`src/rtl/dsp_pkg.sv`:
```
// Shared constants for the DSP48A1 MAC sequencer: OPMODE codes, FSM states
// and default slice-pipeline parameters.
package dsp_pkg;

   localparam logic [7:0] OPM_LOAD_M = 8'h01;  // X=M, Z=0
   localparam logic [7:0] OPM_ACC_M  = 8'h09;  // X=M, Z=P
   localparam logic [7:0] OPM_HOLD   = 8'h08;  // X=0, Z=P

   typedef enum logic [1:0] {IDLE, ACCUM, DRAIN, HOLD} state_t;

   localparam int DEF_DSP_LATENCY = 3;
   localparam int DEF_OPMODE_LAG  = 1;
   localparam int DEF_MAX_LEN     = 256;
   localparam int DEF_CNT_W       = 9;

endpackage

```
`src/rtl/dsp_mac_sequencer_if.sv`:
```
// Operand stream, DSP slice and result buses of the MAC sequencer.
interface dsp_mac_sequencer_if #(
   parameter int CNT_W = 9
);
   logic              in_valid;
   logic              in_ready;
   logic [17:0]       in_a;
   logic [17:0]       in_b;
   logic              in_last;
   logic [17:0]       dsp_A;
   logic [17:0]       dsp_B;
   logic [7:0]        dsp_OPMODE;
   logic [47:0]       dsp_P;
   logic              res_valid;
   logic              res_ready;
   logic [47:0]       res_data;
   logic [CNT_W-1:0]  res_count;
   logic              res_trunc;

   modport master (
      input  in_valid, in_a, in_b, in_last, dsp_P, res_ready,
      output in_ready, dsp_A, dsp_B, dsp_OPMODE, res_valid, res_data, res_count, res_trunc
   );

   modport slave (
      output in_valid, in_a, in_b, in_last, dsp_P, res_ready,
      input  in_ready, dsp_A, dsp_B, dsp_OPMODE, res_valid, res_data, res_count, res_trunc
   );
endinterface

```
`src/rtl/dsp_opmode_delay.sv`:
```
// LAG-deep 8-bit shift register aligning a control code with the slice
// pipeline; LAG=0 is a plain wire.
module dsp_opmode_delay #(
   parameter int LAG = 1
) (
   input  logic       clk,
   input  logic       rst,
   input  logic [7:0] i_code,
   output logic [7:0] o_code
);
   generate
      if (LAG == 0) begin : g_wire
         assign o_code = i_code;
      end else begin : g_pipe
         logic [7:0] r_stage [LAG];

         always_ff @(posedge clk or posedge rst) begin
            if (rst) begin
               for (int i = 0; i < LAG; i++) r_stage[i] <= '0;
            end else begin
               r_stage[0] <= i_code;
               for (int i = 1; i < LAG; i++) r_stage[i] <= r_stage[i-1];
            end
         end

         assign o_code = r_stage[LAG-1];
      end
   endgenerate
endmodule

```
`src/rtl/dsp_mac_sequencer.sv`:
```
// Drives a DSP48A1 slice to accumulate one dot product per operand vector,
// waits out the slice pipeline and presents the captured P on a result port.
module dsp_mac_sequencer
   import dsp_pkg::*;
#(
   parameter int DSP_LATENCY = DEF_DSP_LATENCY,
   parameter int OPMODE_LAG  = DEF_OPMODE_LAG,
   parameter int MAX_LEN     = DEF_MAX_LEN,
   parameter int CNT_W       = DEF_CNT_W
) (
   input logic                 clk,
   input logic                 RST,
   dsp_mac_sequencer_if.master bus
);
   localparam int WAIT_W = $clog2(DSP_LATENCY + 1);

   state_t            r_state;
   logic [CNT_W-1:0]  r_count;
   logic [WAIT_W-1:0] r_wait;
   logic [47:0]       r_data;
   logic              r_trunc;

   logic              w_hs;
   logic              w_exit;
   logic [CNT_W-1:0]  w_count_nxt;
   logic [7:0]        w_code;

   assign bus.in_ready = !RST && (r_state == IDLE || r_state == ACCUM);
   assign w_hs         = bus.in_valid && bus.in_ready;
   assign bus.dsp_A    = w_hs ? bus.in_a : '0;
   assign bus.dsp_B    = w_hs ? bus.in_b : '0;

   assign w_count_nxt  = (r_state == IDLE) ? CNT_W'(1) : r_count + CNT_W'(1);
   assign w_exit       = w_hs && (bus.in_last || w_count_nxt == CNT_W'(MAX_LEN));

   always_comb begin
      w_code = OPM_HOLD;
      if (w_hs) w_code = (r_state == IDLE) ? OPM_LOAD_M : OPM_ACC_M;
   end

   // OPMODE must trail its operands so it meets the matching product at the post-adder
   dsp_opmode_delay #(.LAG(OPMODE_LAG)) u_opm_delay (
      .clk    (clk),
      .rst    (RST),
      .i_code (w_code),
      .o_code (bus.dsp_OPMODE)
   );

   always_ff @(posedge clk or posedge RST) begin
      if (RST) begin
         r_state <= IDLE;
         r_count <= '0;
         r_wait  <= '0;
         r_data  <= '0;
         r_trunc <= 1'b0;
      end else begin
         case (r_state)
            IDLE, ACCUM: begin
               if (w_hs) begin
                  r_count <= w_count_nxt;
                  if (w_exit) begin
                     r_state <= DRAIN;
                     r_wait  <= WAIT_W'(DSP_LATENCY);
                     r_trunc <= !bus.in_last;
                  end else begin
                     r_state <= ACCUM;
                  end
               end
            end
            DRAIN: begin
               r_wait <= r_wait - WAIT_W'(1);
               // r_wait==1 here means DSP_LATENCY edges have passed since the last issue
               if (r_wait <= WAIT_W'(1)) begin
                  r_data  <= bus.dsp_P;
                  r_state <= HOLD;
               end
            end
            HOLD: begin
               if (bus.res_ready) r_state <= IDLE;
            end
            default: r_state <= IDLE;
         endcase
      end
   end

   assign bus.res_valid = (r_state == HOLD);
   assign bus.res_data  = r_data;
   assign bus.res_count = r_count;
   assign bus.res_trunc = r_trunc;
endmodule
```
`src/flat_wrapper.sv`:
```
// flat-port wrapper written by rule: the top's interface ports become plain ports
module dsp_mac_sequencer_flat import dsp_pkg::*;
#(
   parameter int DSP_LATENCY = DEF_DSP_LATENCY,
   parameter int OPMODE_LAG  = DEF_OPMODE_LAG,
   parameter int MAX_LEN     = DEF_MAX_LEN,
   parameter int CNT_W       = DEF_CNT_W
)
  (clk, RST, bus_in_valid, bus_in_a, bus_in_b, bus_in_last, bus_dsp_P, bus_res_ready, bus_in_ready, bus_dsp_A, bus_dsp_B, bus_dsp_OPMODE, bus_res_valid, bus_res_data, bus_res_count, bus_res_trunc);
  dsp_mac_sequencer_if #(.CNT_W(CNT_W)) bus_i ();
  input logic clk;
  input logic RST;
  input wire logic [$bits(bus_i.in_valid)-1:0] bus_in_valid;
  input wire logic [$bits(bus_i.in_a)-1:0] bus_in_a;
  input wire logic [$bits(bus_i.in_b)-1:0] bus_in_b;
  input wire logic [$bits(bus_i.in_last)-1:0] bus_in_last;
  input wire logic [$bits(bus_i.dsp_P)-1:0] bus_dsp_P;
  input wire logic [$bits(bus_i.res_ready)-1:0] bus_res_ready;
  output wire logic [$bits(bus_i.in_ready)-1:0] bus_in_ready;
  output wire logic [$bits(bus_i.dsp_A)-1:0] bus_dsp_A;
  output wire logic [$bits(bus_i.dsp_B)-1:0] bus_dsp_B;
  output wire logic [$bits(bus_i.dsp_OPMODE)-1:0] bus_dsp_OPMODE;
  output wire logic [$bits(bus_i.res_valid)-1:0] bus_res_valid;
  output wire logic [$bits(bus_i.res_data)-1:0] bus_res_data;
  output wire logic [$bits(bus_i.res_count)-1:0] bus_res_count;
  output wire logic [$bits(bus_i.res_trunc)-1:0] bus_res_trunc;
  assign bus_i.in_valid = bus_in_valid;
  assign bus_i.in_a = bus_in_a;
  assign bus_i.in_b = bus_in_b;
  assign bus_i.in_last = bus_in_last;
  assign bus_i.dsp_P = bus_dsp_P;
  assign bus_i.res_ready = bus_res_ready;
  assign bus_in_ready = bus_i.in_ready;
  assign bus_dsp_A = bus_i.dsp_A;
  assign bus_dsp_B = bus_i.dsp_B;
  assign bus_dsp_OPMODE = bus_i.dsp_OPMODE;
  assign bus_res_valid = bus_i.res_valid;
  assign bus_res_data = bus_i.res_data;
  assign bus_res_count = bus_i.res_count;
  assign bus_res_trunc = bus_i.res_trunc;
  dsp_mac_sequencer #(.DSP_LATENCY(DSP_LATENCY), .OPMODE_LAG(OPMODE_LAG), .MAX_LEN(MAX_LEN), .CNT_W(CNT_W)) u_core (.clk(clk), .RST(RST), .bus(bus_i));
endmodule
```
`config.mk`:
```
export PLATFORM = sky130hd
export DESIGN_NAME = dsp_mac_sequencer_flat
export DESIGN_NICKNAME = d
export VERILOG_FILES = /design/src/rtl/dsp_pkg.sv /design/src/rtl/dsp_mac_sequencer_if.sv /design/src/rtl/dsp_opmode_delay.sv /design/src/rtl/dsp_mac_sequencer.sv /design/src/flat_wrapper.sv
export SDC_FILE = /design/constraint.sdc
export NUM_CORES = 1
export LEC_CHECK = 0
export ABC_CLOCK_PERIOD_IN_PS = 3000
export CAP_MARGIN = 15
export CELL_PAD_IN_SITES_DETAIL_PLACEMENT = 0
export CELL_PAD_IN_SITES_GLOBAL_PLACEMENT = 1
export CORE_UTILIZATION = 26
export CTS_BUF_LIST = sky130_fd_sc_hd__clkbuf_16
export DETAILED_ROUTE_END_ITERATION = 6
export PLACE_DENSITY_LB_ADDON = 0.1
export REMOVE_ABC_BUFFERS = 1
export SETUP_SLACK_MARGIN = 0.2
export SLEW_MARGIN = 20
export SYNTH_ARGS = -nofsm -noshare
export SYNTH_HDL_FRONTEND = slang
export SYNTH_SLANG_ARGS = --single-unit
```
`constraint.sdc`:
```
create_clock -name clk -period 3 [get_ports clk]
set_clock_uncertainty 0.05 [all_clocks]
set_input_delay 0.3 -clock clk [delete_from_list [all_inputs] [get_ports clk]]
set_output_delay 0.3 -clock clk [all_outputs]
set_load 0.05 [all_outputs]
```
Word-level counts from Yosys, hierarchy flattened --
Cells that the tools add are included.
Word-level totals: input port bits 89, bits in registers 70
Cells by class: $add $sub $neg 2, equal/unequal tests 8, order comparisons 1, mux-type cells 13, reductions and logical operators 15
Operator list (number):
- 18-bit two-way mux | 2
- 2-bit two-way mux | 6
- 9-bit by 1-bit adder with 9-bit output (second input constant) | 1
- 9-bit == test (second input constant) | 1
- 9-bit two-way mux | 1
- 3-bit AND reduction | 3
- 8-bit two-way mux | 1
- 2-bit by 1-bit inequality test with 1-bit output (second input constant) | 3
- 2-bit one-hot mux with 3 select lines | 1
- 2-bit == test (second input constant) | 2
- 4-bit two-way mux | 1
- 2-bit one-hot mux with 2 select lines | 1
- 2-bit AND reduction | 2
- 1-bit logical AND | 3
- 2-bit by 1-bit == test with 1-bit output (second input constant) | 1
- 2-bit by 1-bit <= comparator with 1-bit output (second input constant) | 1
- 1-bit zero test | 2
- 2-bit zero test | 1
- 1-bit logical OR | 2
- 2-bit inequality test (second input constant) | 1
- 2-bit nonzero test | 1
- 2-bit OR reduction | 1
- 2-bit by 1-bit subtractor with 2-bit output (second input constant) | 1

Depth between registers and ports, before layout --
Gate-level depths: netlist (run 1).
depth in word-level cells 8, depth in mapped cells 8, depth with buffers taken out 7

Hierarchy --
Synthesis (run 1) repeated with hierarchy kept, for this count alone.
Second synthesis, totals: cell total of the unflattened synthesis 249, area, all modules 3140.5 µm²
By module, submodules not included:
- dsp_mac_sequencer | cells each 240, seq. area each 1551.5 µm², instances 1, area an instance 2936.6 µm²
- dsp_opmode_delay | cells each 9, seq. area each 200.2 µm², instances 1, area an instance 203.9 µm²

Worst setup path before layout (run 1) --
OpenSTA, ideal clock, no wires.
path type reg2out, start point reg u_core.r_state[1], end point out bus_dsp_A[10], required time 2650 ps, setup slack 356 ps, data arrival time 2294 ps, cell stages (with the launch flop) 7, cells stage by stage dfrtp_1 buf_2 nor2_1 nand2_1 clkinv_1 clkbuf_1 and2_1
On the way: cells in the longest elaborated chain, start to end 5
RTL lines:
- start, declared | line dsp_mac_sequencer.sv:17 | state_t r_state;
- start signal, assigned | line dsp_mac_sequencer.sv:51 | r_state <= IDLE;
- start signal, assigned | line dsp_mac_sequencer.sv:62 | r_state <= DRAIN;
- start signal, assigned | line dsp_mac_sequencer.sv:66 | r_state <= ACCUM;
- 2-bit by 1-bit == test with 1-bit output / 2-bit zero test (equally long branches) | line dsp_mac_sequencer.sv:28 | assign bus.in_ready = !RST && (r_state == IDLE || r_state == ACCUM);
- 1-bit logical OR (*) | line dsp_mac_sequencer.sv:28
- 1-bit logical AND (*) | line dsp_mac_sequencer.sv:28
- net bus_in_ready | line flat_wrapper.sv:19 | output wire logic [$bits(bus_i.in_ready)-1:0] bus_in_ready;
- 1-bit logical AND (*) | line dsp_mac_sequencer.sv:29 | assign w_hs = bus.in_valid && bus.in_ready;
- 18-bit two-way mux (*) | line dsp_mac_sequencer.sv:30 | assign bus.dsp_A = w_hs ? bus.in_a : '0;
- end, declared | line flat_wrapper.sv:20 | output wire logic [$bits(bus_i.dsp_A)-1:0] bus_dsp_A;
Mark *: on every way through the listed nets, which the timed path passes. The rest lies on a longest branch.

Worst setup path in the final report (run 1) --
start point reg u_core.r_state[1], end point out bus_dsp_A[2]
On the way: cells in the longest elaborated chain, start to end 5
RTL lines (line):
- 2-bit by 1-bit == test with 1-bit output / 2-bit zero test (equally long branches) | dsp_mac_sequencer.sv:28
- 1-bit logical OR (*) | dsp_mac_sequencer.sv:28
- 1-bit logical AND (*) | dsp_mac_sequencer.sv:28
- 1-bit logical AND (*) | dsp_mac_sequencer.sv:29
- 18-bit two-way mux (*) | dsp_mac_sequencer.sv:30
Every way passes the cells marked *; elsewhere a longest branch is shown, timed or not.

==> flow_summary_export.csv, run 1 <==
group,metric,value,unit
critical_path,critPathKind,"register to output pin",
critical_path,path_cells,"nor2_1 > nand2_1 > clkinv_1 > buf_4 > and2_1 > buf_4",
clock_network,clock-sinks,64,
pwr,ir_worst_vdd,0.6231,mV
logic_synthesis,syn_area,2995,um2
die,die_width,109.3,um
global_routing,grt_max_degree,65,
critical_path,r2r_slack,0.75,ns
clock_network,cts_resized,0,
clock_network,cts_inserted_buffers,9,
clock_network,clk-insertion-delay-late,0.32,ns
logic_synthesis,ys.flop_type,"dfrtp_1",
cells_and_area,syn_to_final_growth,74.94,%
critical_path,required,2.65,ns
critical_path,crit_family,"buffers and inverters",
die,row_count,38,
logic_synthesis,avgSynthCellArea,11.66,um2
timing,finalSetupTns,0,ns
status,status,"finished clean",
route,wirelength,8242,um
timing,rsz0062_at_grt,"false",
die,boundaryPins,193,
cells_and_area,n_antenna_cell,0,
logic_synthesis,yosys.cell_types.count,39,
global_routing,grt_pass1_wl,13010,um
clock_network,cts_buffer_depth,2,
logic_synthesis,postSynthCellCount,257,
critical_path,critPathMaxFanout,40,
critical_path,cp.arrival,1.93,ns
timing,min_period,2.277,ns
global_routing,grt_pass1_vias,2525,
clock_network,path_clk_slew,0.05,ns
timing,finalMaxSlewViolations,0,
timing,setup_ws,0.7234,ns
critical_path,crit_path_start_kind,"register",
die,die-area,11950,um2
clock_network,cts_hold_buf,0,
place,port_buffers,186,
timing,finalCritPeriodShare,75.89,%
cells_and_area,final_common_cell,"clkdlybuf4s50_1",
critical_path,slowest_stage,"dfrtp_1",
cells_and_area,instances_no_fill,587,
clock_network,cts_setup_buffers,0,
critical_path,cp_slowest_stage_delay,0.53,ns
global_routing,antenna_found_initial,0,
die,coreArea,11030,um2
cells_and_area,layout.nets,533,
route,routed_via_density,4.392,
global_routing,grt_overflow_total,0,
clock_network,h-tree-depth,3,
timing,whs,0.4520,ns
cells_and_area,drive_gt1_share,24.61,%
route,num_vias,2578,
timing,max_freq,0.4392,GHz
timing,hold_violations,0,
critical_path,cp-end-kind,"output pin",
clock_network,cts_tree,"built",
place,globalplace.congestion,0.7930,
route,ant_nets,0,
place,dp_slack,0.7712,ns
route,dr.pass1.iters,4,
timing,worst_pin_slew,0.8188,ns
global_routing,grt_use_total,14.19,%
die,die_y,109.3,um
clock_network,cts_root_buf,"clkbuf_16",
timing,slew_headroom,45.41,%
logic_synthesis,synth-edff-count,0,
cells_and_area,layout_common_cells,"clkdlybuf4s50_1 (150), dfrtp_1 (64), mux2_2 (48), buf_4 (39), and2_1 (38)",
logic_synthesis,ys_seq_area_share,53.47,%
logic_synthesis,synth-seq-cells,64,
die,initial_core_util,27.16,%
pwr,p_leak,2.233,nW
worst_hold_path,holdCritPathClass,"register to register",
cells_and_area,design_area,5240,um2
job,max_cap_violations,0,
critical_path,path_buf_inv,3,
timing,finalSetupViolations,0,
logic_synthesis,synth_warnings,0,
route,first_iter_violations,80,
place,place_inst,571,
route,drc,0,
pwr,power_density,1156,nW/um2
logic_synthesis,synth-async-reset-ratio,100.0,%
place,dpl_cell_area,4896,um2
route,routedWlPerCell,14.04,um
place,dp_hpwl,6040,um
critical_path,cp_common_cell,"buf_4",
## routing by layer
metal  vias to the layer above  GRT usage [%]  part of all wire [%]
met3                        12          4.386                   7.9
met4                         0          5.048                   1.8
met1                      1209          18.24                    43
li1                       1240              -                     -
met2                       117          22.46                    47
met5                         -              0                     0
## report_power, final
part	total, W	switching [W]	internal (W)
clock	0.00119	0.000379	0.000812
combinational	0.00333	0.00206	0.00127
sequential	0.00154	0.000277	0.00126
total	0.00606	0.00272	0.00334
## path summary, 6_finish.rpt
check                                         from                      end  cells past startpoint
setup / recovery                 u_core.r_state[1]             bus_dsp_A[2]                      6
setup reg to reg           u_core.bus.res_count[0]         u_core.r_wait[0]                      6
max in group asynchronous                      RST  u_core.bus.res_data[41]                      3
hold / removal             u_core.bus.res_data[29]  u_core.bus.res_data[29]                      1
min in group asynchronous                      RST  u_core.bus.res_count[0]                      3
hold reg to reg            u_core.bus.res_data[29]  u_core.bus.res_data[29]                      1
## area by class of cell
class                           instances  area [um2]
Fill cell                            1045        5791
Sequential cell                        64        1602
Tap cell                              140       175.2
Multi-Input combinational cell        171        1282
Clock buffer                            9       225.2
Timing Repair Buffer                  190        1814
Inverter                                6       22.52
Clock inverter                          7       118.9
## Yosys cell counts, types with 2 or more instances
| master | count | area, um2 |
|---|---|---|
| nor2_1 | 4 | 15.01 |
| clkbuf_1 | 9 | 33.78 |
| a21o_1 | 2 | 15.01 |
| o21ai_0 | 11 | 55.05 |
| and2_1 | 38 | 237.7 |
| mux2_2 | 48 | 540.5 |
| buf_4 | 6 | 45.04 |
| a21oi_1 | 7 | 35.03 |
| nand3_1 | 5 | 25.02 |
| nand2_1 | 20 | 75.07 |
| dfrtp_1 | 64 | 1602 |
| nor3_1 | 5 | 25.02 |
| ha_1 | 2 | 25.02 |
| inv_1 | 5 | 18.77 |
| buf_2 | 5 | 25.02 |
| a22o_1 | 2 | 17.52 |
| o21a_1 | 2 | 15.01 |
## worst register-to-register path, cell delays in order, from the launching register on
cell and delay (ns):
dfrtp_1 0.44, ha_1 0.33, or2b_1 0.22, a311o_1 0.35
a2111oi_4 0.34, nand4_2 0.21, o31ai_2 0.22
## registers in the layout, summed over array words and instances (netlist names)
name,cells
u_core.bus.res_count,9
u_core.r_state,2
u_core.bus.res_data,48
u_core.r_wait,2
u_core.bus.res_trunc,1
u_core.u_opm_delay.o_code,2
## metrics by stage
step / utilization [%] / power [W]
after floorplan: - / 0.003748
after global placement: 44.39 / 0.004886
after detailed placement: 44.39 / 0.004916
after CTS: 47.50 / 0.006143
after global routing: 47.50 / 0.006377
final: 47.50 / 0.006056
## logic make-up (layout without fill, tap and decap cells)
| family | after synthesis | in the layout | synth area share, % |
|---|---|---|---|
| other cells | 1 | 6 | 0.1252 |
| xor+xnor | 1 | 1 | 0.2925 |
| simple gates | 80 | 80 | 14.75 |
| fa+ha+maj | 2 | 2 | 0.8353 |
| mux | 49 | 49 | 18.38 |
| buf+inv | 27 | 212 | 4.385 |
| compound gates | 33 | 33 | 7.770 |
| flops | 64 | 64 | 53.47 |
Power figures use the tool's default switching activity.
==> inputs of run 2 (changes only) <==
Settings changed: ABC_CLOCK_PERIOD_IN_PS 3000 to 1900, CORE_UTILIZATION 26 to 24.
Clock period 3 ns to 1.9 ns, I/O delays scaled along.
==> run 2 against run 1 <==
The flow now finishes with violations (negative setup slack). Design area is 15% higher. Flip-flop and latch count unchanged. Critical path depth did not move. First-iteration DRC count increased by 3.8%. Count of clock-buffer cells in the layout unchanged. Cell count grew 11%. Total power increased by 59%. Clock power grew 20%. Combinational power up 77%. Critical endpoint is now u_core.r_wait[0]. Largest power group unchanged. Highest routed layer unchanged.
==> flow_summary_export.csv, run 2 (synthesis results as in run 1) <==
group,metric,value,unit
job,max_cap_violations,0,
status,status,"complete, but fails checks",
critical_path,cp.arrival,2.19,ns
cells_and_area,syn_to_final_growth,101.5,%
die,coreArea,12110,um2
die,die_width,113.7,um
timing,setup_ws,-0.09538,ns
route,routedWlPerCell,14.45,um
cells_and_area,layout.nets,571,
global_routing,gr-max-usage-layer,"met2",
global_routing,met2_usage,23.70,%
die,initial_core_util,24.73,%
clock_network,cts_tree,"built",
timing,worst_pin_slew,0.5200,ns
pwr,power_density,1598,nW/um2
route,wirelength,9439,um
clock_network,cts_buffer_depth,2,
global_routing,grt_pass1_vias,2720,
critical_path,required,2.09,ns
timing,whs,0.3911,ns
timing,hold_violations,0,
clock_network,clk-insertion-delay-late,0.33,ns
pwr,p_leak,2.770,nW
cells_and_area,final_common_cell,"clkdlybuf4s50_1",
cells_and_area,postLayoutCoreUtil,49.83,%
global_routing,antenna_found_initial,0,
cells_and_area,layout_common_cells,"clkdlybuf4s50_1 (88), dfrtp_1 (63), dlygate4sd2_1 (50), buf_8 (37), buf_4 (37)",
cells_and_area,largest_reg_flops,48,
clock_network,h-tree-depth,3,
cells_and_area,n_antenna_cell,0,
route,num_vias,2778,
critical_path,critPathMaxFanout,5,
route,dr.pass1.iters,4,
place,port_buffers,186,
status,violations,"negative setup slack",
place,dp_hpwl,6131,um
timing,min_period,1.995,ns
timing,rsz0062_at_grt,"true",
die,boundaryPins,193,
pwr,ir_worst_vdd,0.3910,mV
timing,slew_headroom,65.47,%
clock_network,clock-sinks,64,
clock_network,cts_hold_buf,0,
critical_path,critPathKind,"register to register",
cells_and_area,drive_gt1_share,41.03,%
global_routing,grt_max_degree,65,
clock_network,cts_root_buf,"clkbuf_16",
timing,finalSetupViolations,4,
clock_network,path_clk_slew,0.06,ns
global_routing,grt_use_total,13.79,%
route,drc,0,
timing,finalMaxSlewViolations,0,
place,place_inst,622,
place,dp_slack,-0.2524,ns
global_routing,use_met3,4.198,%
pwr,p_total,0.009648,W
global_routing,use_met1,15.74,%
timing,max_freq,0.5012,GHz
global_routing,grt_pass1_wl,13590,um
timing,finalCritPeriodShare,105.0,%
critical_path,r2r_slack,-0.1,ns
global_routing,grt_overflow_total,0,
route,ant_nets,0,
route,first_iter_violations,83,
clock_network,cts_inserted_buffers,9,
die,die-area,12930,um2
route,routed_via_density,4.254,
critical_path,cp-end-kind,"register",
cells_and_area,instances_no_fill,653,
worst_hold_path,holdCritPathClass,"input port to asynchronous set/reset pin",
die,row_count,40,
critical_path,crit_path_start_kind,"register",
place,globalplace.congestion,0.7494,
die,die_y,113.7,um
## run 2: cell types whose count changed in the layout (fill, tap and decap cells not counted), sizes merged
cell | previous run | this run
clkinvlp | 1 | 0
buf | 40 | 86
clkinv | 3 | 5
dlygate4sd2 | 0 | 50
clkbuf | 9 | 12
clkdlybuf4s50 | 150 | 88
inv | 6 | 8
dlymetal6s2s | 0 | 1
bufinv | 3 | 0
## run 2: worst paths after layout
path | cells past startpoint | endpoint | from
max in group asynchronous | 4 | u_core.bus.res_data[26] | RST
setup reg to reg | 6 | u_core.r_wait[0] | u_core.bus.res_count[0]
hold / removal | 4 | u_core.bus.res_data[23] | RST
min in group clk | 2 | u_core.bus.res_data[9] | bus_dsp_P[9]
hold reg to reg | 1 | u_core.bus.res_data[40] | u_core.bus.res_data[40]
setup / recovery | 6 | u_core.r_wait[0] | u_core.bus.res_count[0]
## run 2: timing repair
action / CTS / global route
setup endpoints to repair: 139 / 82
pin swaps: 6 / 30
buffers inserted: 2 / 7
cloned: 2 / 4
gates resized for setup: 59 / 144
## run 2: worst max-delay path, cell delays in order (launching register included)
cell and delay (ns):
dfrtp_1 0.37, ha_1 0.31, or2b_1 0.22, a311o_1 0.31, a2111oi_4 0.26, nand4_4 0.18
o31ai_2 0.20
## run 2: power by group
| part | switching, W | total (W) | internal [W] |
|---|---|---|---|
| registers | 0.000346 | 0.00234 | 0.00200 |
| logic | 0.00355 | 0.00588 | 0.00233 |
| clock network | 0.000569 | 0.00143 | 0.000857 |
| total | 0.00447 | 0.00965 | 0.00518 |
## run 2: cell type report
cell class / instances / area, um2
inverter: 6 / 27.53
clock inverter: 7 / 32.53
sequential: 64 / 1603
multi-input combinational: 171 / 1486
timing repair buffer: 228 / 2451
fill: 1135 / 6076
tap: 168 / 210.2
clock buffer: 9 / 225.2
## run 2: layer usage
layer  vias to the layer above  part of all wire (%)
met2                       154                    49
met5                         -                     0
met4                         0                   1.4
met3                         8                   9.8
li1                       1319                     -
met1                      1297                    39
## run 2: stage by stage
step	area (um2)	TNS [ns]
floorplan	2905	-65.18
global placement	5101	-1.029
detailed placement	5101	-1.031
CTS	5410	-1.358
global route	6036	-0.5354
finish	6036	-0.2433
